**src/rtl/i2c_regfile_if.sv**
```systemverilog
// Register bus between i2c_slave (master side) and i2c_regfile (slave side).
// reg_rdata is a zero-latency combinational return path.
interface i2c_regfile_if;
  logic [7:0] reg_addr;
  logic [7:0] reg_wdata;
  logic       reg_wr;
  logic       reg_rd;
  logic [7:0] reg_rdata;

  modport master (
    output reg_addr, reg_wdata, reg_wr, reg_rd,
    input  reg_rdata
  );

  modport slave (
    input  reg_addr, reg_wdata, reg_wr, reg_rd,
    output reg_rdata
  );
endinterface

```
**src/rtl/i2c_regfile.sv**
```systemverilog
// Byte-wide register file behind i2c_slave: ID/version, control, scratch, synced status,
// W1C event flags with masked irq, access counters and a snapshot-able timestamp.
module i2c_regfile #(
  parameter logic [7:0]  DEV_ID  = 8'hA5,
  parameter logic [7:0]  VERSION = 8'h01,
  parameter int unsigned TS_DIV  = 100
) (
  input  logic           clk,
  input  logic           rst,
  i2c_regfile_if.slave   bus,
  input  logic [7:0]     status_i,
  input  logic [7:0]     evt_i,
  output logic [7:0]     ctrl_o,
  output logic           irq_o
);

  localparam int unsigned     PS_W   = (TS_DIV > 1) ? $clog2(TS_DIV) : 1;
  localparam logic [PS_W-1:0] PS_MAX = PS_W'(TS_DIV - 1);

  logic [7:0]      ctrl;
  logic [7:0]      scratch [4];
  logic [7:0]      evt_flags;
  logic [7:0]      evt_mask;
  logic [7:0]      wr_cnt;
  logic [7:0]      rd_cnt;
  logic [7:0]      status_s1;
  logic [7:0]      status_s2;
  logic [7:0]      evt_s1;
  logic [7:0]      evt_s2;
  logic [7:0]      evt_d;
  logic [1:0]      warm;
  logic [PS_W-1:0] presc;
  logic [31:0]     ts_cnt;
  logic [31:0]     ts_shadow;
  logic            irq_q;

  logic            wr_ctrl;
  logic            wr_scr;
  logic            wr_flags;
  logic            wr_mask;
  logic            wr_snap;
  logic            wr_accept;
  logic            armed;
  logic            ts_tick;
  logic [7:0]      evt_rise;
  logic [7:0]      flags_next;
  logic [7:0]      mask_next;

  always_comb begin
    wr_ctrl   = bus.reg_wr && (bus.reg_addr == 8'h02);
    wr_scr    = bus.reg_wr && (bus.reg_addr[7:2] == 6'b000001);
    wr_flags  = bus.reg_wr && (bus.reg_addr == 8'h08);
    wr_mask   = bus.reg_wr && (bus.reg_addr == 8'h09);
    wr_snap   = bus.reg_wr && (bus.reg_addr == 8'h0C);
    wr_accept = wr_ctrl | wr_scr | wr_flags | wr_mask | wr_snap;
  end

  // Sync pipeline is refilled from zero after reset; suppress the fake edge
  // that a level held high through reset would otherwise produce.
  assign armed      = (warm == 2'd3);
  assign evt_rise   = armed ? (evt_s2 & ~evt_d) : 8'h00;
  assign flags_next = (evt_flags & ~(wr_flags ? bus.reg_wdata : 8'h00)) | evt_rise;
  assign mask_next  = wr_mask ? bus.reg_wdata : evt_mask;
  assign ts_tick    = (presc == PS_MAX);

  always_comb begin
    bus.reg_rdata = 8'h00;
    case (bus.reg_addr)
      8'h00:                      bus.reg_rdata = DEV_ID;
      8'h01:                      bus.reg_rdata = VERSION;
      8'h02:                      bus.reg_rdata = ctrl;
      8'h03:                      bus.reg_rdata = status_s2;
      8'h04, 8'h05, 8'h06, 8'h07: bus.reg_rdata = scratch[bus.reg_addr[1:0]];
      8'h08:                      bus.reg_rdata = evt_flags;
      8'h09:                      bus.reg_rdata = evt_mask;
      8'h0A:                      bus.reg_rdata = wr_cnt;
      8'h0B:                      bus.reg_rdata = rd_cnt;
      8'h0D:                      bus.reg_rdata = ts_shadow[7:0];
      8'h0E:                      bus.reg_rdata = ts_shadow[15:8];
      8'h0F:                      bus.reg_rdata = ts_shadow[23:16];
      8'h10:                      bus.reg_rdata = ts_shadow[31:24];
      default:                    bus.reg_rdata = 8'h00;
    endcase
  end

  always_ff @(posedge clk) begin
    if (rst) begin
      ctrl      <= 8'h00;
      for (int i = 0; i < 4; i++) scratch[i] <= 8'h00;
      evt_flags <= 8'h00;
      evt_mask  <= 8'h00;
      wr_cnt    <= 8'h00;
      rd_cnt    <= 8'h00;
      status_s1 <= 8'h00;
      status_s2 <= 8'h00;
      evt_s1    <= 8'h00;
      evt_s2    <= 8'h00;
      evt_d     <= 8'h00;
      warm      <= 2'd0;
      presc     <= '0;
      ts_cnt    <= 32'h0;
      ts_shadow <= 32'h0;
      irq_q     <= 1'b0;
    end else begin
      status_s1 <= status_i;
      status_s2 <= status_s1;
      evt_s1    <= evt_i;
      evt_s2    <= evt_s1;
      evt_d     <= evt_s2;
      if (!armed) warm <= warm + 2'd1;

      if (wr_ctrl) ctrl <= bus.reg_wdata;
      if (wr_scr)  scratch[bus.reg_addr[1:0]] <= bus.reg_wdata;
      evt_flags <= flags_next;
      evt_mask  <= mask_next;
      irq_q     <= |(flags_next & mask_next);

      if (wr_accept)  wr_cnt <= wr_cnt + 8'd1;
      if (bus.reg_rd) rd_cnt <= rd_cnt + 8'd1;

      presc  <= ts_tick ? '0 : presc + PS_W'(1);
      ts_cnt <= ts_cnt + (ts_tick ? 32'd1 : 32'd0);
      // Shadow takes the pre-increment count so a burst read of 0D-10 is coherent.
      if (wr_snap) ts_shadow <= ts_cnt;
    end
  end

  assign ctrl_o = ctrl;
  assign irq_o  = irq_q;

endmodule

```
**src/flat_wrapper.sv**
```systemverilog
// flat-port wrapper written by rule: the top's interface ports become plain ports
module i2c_regfile_flat 
#(
  parameter logic [7:0]  DEV_ID  = 8'hA5,
  parameter logic [7:0]  VERSION = 8'h01,
  parameter int unsigned TS_DIV  = 100
)
  (clk, rst, status_i, evt_i, ctrl_o, irq_o, bus_reg_addr, bus_reg_wdata, bus_reg_wr, bus_reg_rd, bus_reg_rdata);
  i2c_regfile_if bus_i ();
  input  logic clk;
  input  logic rst;
  input  logic [7:0] status_i;
  input  logic [7:0] evt_i;
  output logic [7:0] ctrl_o;
  output logic irq_o;
  input wire logic [$bits(bus_i.reg_addr)-1:0] bus_reg_addr;
  input wire logic [$bits(bus_i.reg_wdata)-1:0] bus_reg_wdata;
  input wire logic [$bits(bus_i.reg_wr)-1:0] bus_reg_wr;
  input wire logic [$bits(bus_i.reg_rd)-1:0] bus_reg_rd;
  output wire logic [$bits(bus_i.reg_rdata)-1:0] bus_reg_rdata;
  assign bus_i.reg_addr = bus_reg_addr;
  assign bus_i.reg_wdata = bus_reg_wdata;
  assign bus_i.reg_wr = bus_reg_wr;
  assign bus_i.reg_rd = bus_reg_rd;
  assign bus_reg_rdata = bus_i.reg_rdata;
  i2c_regfile #(.DEV_ID(DEV_ID), .VERSION(VERSION), .TS_DIV(TS_DIV)) u_core (.clk(clk), .rst(rst), .bus(bus_i), .status_i(status_i), .evt_i(evt_i), .ctrl_o(ctrl_o), .irq_o(irq_o));
endmodule
```
**config.mk**
```make
export PLATFORM = sky130hd
export DESIGN_NAME = i2c_regfile_flat
export DESIGN_NICKNAME = d
export VERILOG_FILES = /design/src/rtl/i2c_regfile_if.sv /design/src/rtl/i2c_regfile.sv /design/src/flat_wrapper.sv
export SDC_FILE = /design/constraint.sdc
export NUM_CORES = 1
export LEC_CHECK = 0
export CAP_MARGIN = 20
export CORE_ASPECT_RATIO = 1.2
export CORE_MARGIN = 2
export CORE_UTILIZATION = 50
export CTS_CLUSTER_SIZE = 30
export DETAILED_ROUTE_END_ITERATION = 8
export DONT_BUFFER_PORTS = 1
export PLACE_DENSITY_LB_ADDON = 0.2
export RECOVER_POWER = 50
export SLEW_MARGIN = 25
export SYNTH_ARGS = -nofsm -noshare
export SYNTH_HDL_FRONTEND = slang
export SYNTH_SLANG_ARGS = --single-unit
export TNS_END_PERCENT = 30
```
**constraint.sdc**
```tcl
create_clock -name clk -period 4.3 [get_ports clk]
set_input_delay 0.645 -clock clk [delete_from_list [all_inputs] [get_ports clk]]
set_output_delay 0.645 -clock clk [all_outputs]
set_load 0.005 [all_outputs]
```
==> results by group <==
Run
  – Max-cap viol count: 0

Timing
  – Final setup fails: 0
  – Worst Max-Slew Pin Slew: between 1000 and 1500 ps
  – Final period utilization: 78.1%
  – Slew margin rel.: between 20% and 30%
  – Final hold violations: 0
  – Min Hold Slack: 279 ps
  – Setup ws final: 940 ps
  – Max-slew violations: 0
  – Final Critical Period: roughly 3400 ps
  – Fmax: 298 MHz
  – Worst Skew: 7.67 ps
  – TNS Setup: 0 ps
  – RSZ-0062 raised after global routing: no

Clock tree
  – PostCTS Resize Cnt: 0
  – CTS Hold Bufs: 0
  – CTS tree: done
  – CTS buffer count: 17
  – Clock Tree Root: clkbuf_16
  – Skew-Pair Late Insertion Delay: roughly 430 ps
  – Clk sinks: 186
  – Clock slew seen by the registers of the worst setup and hold paths: 70 ps
  – CTS H-tree depth: 4
  – Postcts setup bufs: 0
  – CTS max path bufs: 2

Global routing
  – Overflow after GRT: 0
  – Largest net degree at the start of global routing: about 150
  – First-pass GRT wire length: 30100 um
  – Initial antenna violation count: 0
  – All-layer global routing usage: approximately a quarter
  – Number of global-route vias before repair: approximately 5.6k

Yosys
  – Synthesized area per cell: roughly 10 um2
  – Post-synth top area share: between 30 and 40%
  – Seq/Total Area, Yosys: 51.0%
  – Post-Syn Nets: around 860
  – Post-synth top cells: 154 x dfxtp_1, 108 x nand2_1, 73 x nor2_1, 50 x nor2b_1, 49 x a21oi_1
  – Dominant cell type by area after synthesis: dfxtp_1
  – Yosys cell types: slightly below 60
  – Ys async rst share: 0%
  – Synth area leaders: dfxtp_1 39%, edfxtp_1 12%, nand2_1 5.1%, nor2b_1 3.9%, nor2_1 3.5%
  – Yosys warns: 0
  – Cells after synthesis: 813
  – Cell with the most instances after synthesis: dfxtp_1
  – #FFs+latches synth: between 150 and 200
  – Syn Std Cell Area: roughly 8000 um2
  – Synth Flop Type: dfxtp_1
  – Number of synthesized flops with an enable pin: 32

Worst setup path
  – CP Depth: 5
  – Startpoint Class: primary input
  – Worst setup path class: primary input to output pin
  – Worst endpoint data arrival time: about 2700 ps
  – CP Max Fanout: 10
  – Cell Chain, Critical Path: or4_1, nor3_1, a222oi_1, nand2_1, a221o_1
  – Crit-path leading delay family: simple AND/OR/NAND/NOR gates
  – CP max stage cell: nor3_1
  – CP Data Required Time: 3650 ps
  – Critical path capture point type: output pin
  – R2r worst-path depth: 10
  – Slowest cell delay on critical path: ~870 ps
  – WP buf/inv: 0

Power
  – PD cells: 427 nW/um2
  – P_leak: 3.06 nW
  – Worst vdd ir: between 0.2 and 0.3 mV
  – Overall power: 3.68 mW

Finish
  – Antenna cells: 0
  – Layout cells sized above 1: 8.31%
  – P&R area growth vs syn: 8.66%
  – Nets: between 800 and 900
  – Fillers: 1360
  – Fin area: between 8000 and 9000 um2
  – Biggest regs: u_core.scratch x32, u_core.ts_cnt x32, u_core.ts_shadow x32

Worst hold path
  – Worst Hold Path Cells: 1
  – Hold/Removal Path Class: primary input to flip-flop

Placement
  – DP Wirelength: around 14000 um
  – Final GP Congestion: 0.945
  – Number of buffers added on ports: 0
  – Pre-CTS WS: 1240 ps
  – DP Area: around 8000 um2

Run status
  – Run status: complete, no violations

Floorplanning
  – Die ar.: 16900 um2
  – Die Y: 142 um
  – Core Area: around 16000 um2
  – Die width: about 120 um
  – Row cnt: 50
  – Initial Utilization: 50.9%
  – Io pins: 53

Detailed routing
  – ANT nets after route: 0
  – Residual DRC: 0
  – First DRT Iteration DRCs: 549
  – Via count: roughly 6.0k
  – Drt total wl: roughly 20000 um
  – DRT Pass-1 Iters: 5
  – Wire per inst: ~19 um
  – Via density: 5.97
[area by class of cell]
cell class / instances / area (um2) / share of cell area (%)
clock inverter: 11 / 176 / 2.05
sequential: 186 / 4040 / 46.9
clock buffer: 21 / 492 / 5.71
tap: 208 / 260 / 3.02
multi-input combinational: 562 / 3590 / 41.7
inverter: 14 / 52.6 / 0.610
[layout by cell type (no fill, tap or decap), types with 7 or more instances in the layout]
master	synthesis	final
clkbuf_16	0	18
a222oi_1	8	8
mux2_2	12	12
nor2b_1	50	50
nand4_1	20	21
nor2_1	73	74
dfxtp_1	154	154
and3_1	30	30
nand3_1	27	27
a21oi_1	49	49
or3_1	7	7
xor2_1	22	22
xnor2_1	19	19
a32oi_1	12	12
o22ai_1	7	7
mux4_2	9	9
o21ai_0	9	7
mux2i_1	15	15
a221oi_1	8	8
nor4_1	7	7
nand2_1	108	108
inv_1	14	14
edfxtp_1	32	32
and2_1	13	11
[cells by family (layout without fill, tap and decap cells)]
logic type	after synthesis	after routing	share of synthesized area [%]
AND/OR/NAND/NOR	364	364	23.9
flip-flops	186	186	51.0
AO/OA/AOI/OAI	114	114	10.0
buffers and inverters	65	46	3.33
XOR/XNOR	41	41	4.53
multiplexers	37	37	6.30
adder cells (fa/ha/maj)	6	6	0.947
[per-stage QoR]
stage / std cells / utilization (%)
2_1_floorplan: 813 / -
3_3_place_gp: 970 / 51.2
3_5_place_dp: 970 / 51.2
4_1_cts: 1002 / 55.5
5_1_grt: 1002 / 55.3
6_report: 1002 / 55.3
[worst paths after layout]
check	startpoint	end	slack, ps
worst min register to register	u_core.evt_s1[5]	u_core.evt_s2[5]	430
worst min-delay path	rst	u_core.wr_cnt[7]	280
worst max-delay path	bus_reg_addr[5]	bus_reg_rdata[7]	940
worst max register to register	u_core.presc[0]	u_core.ts_cnt[26]	1510
[report_power, final]
group	total [mW]	internal (mW)	switching, mW
clock	1.74	1.06	0.678
combinational	0.108	0.0511	0.0574
sequential	1.83	1.81	0.0223
[routing by layer]
layer / global-route usage, % / share of wire (%) / up-vias / routed length, um
li1: - / - / 2812 / -
met1: 27.1 / 39 / 2873 / 7700
met5: 0 / 0 / - / 0
met2: 39.1 / 49 / 231 / 9620
met4: 13.8 / 5.1 / 0 / 987
met3: 5.69 / 6.1 / 67 / 1200
Note: power is estimated with default switching activity, not from simulation.
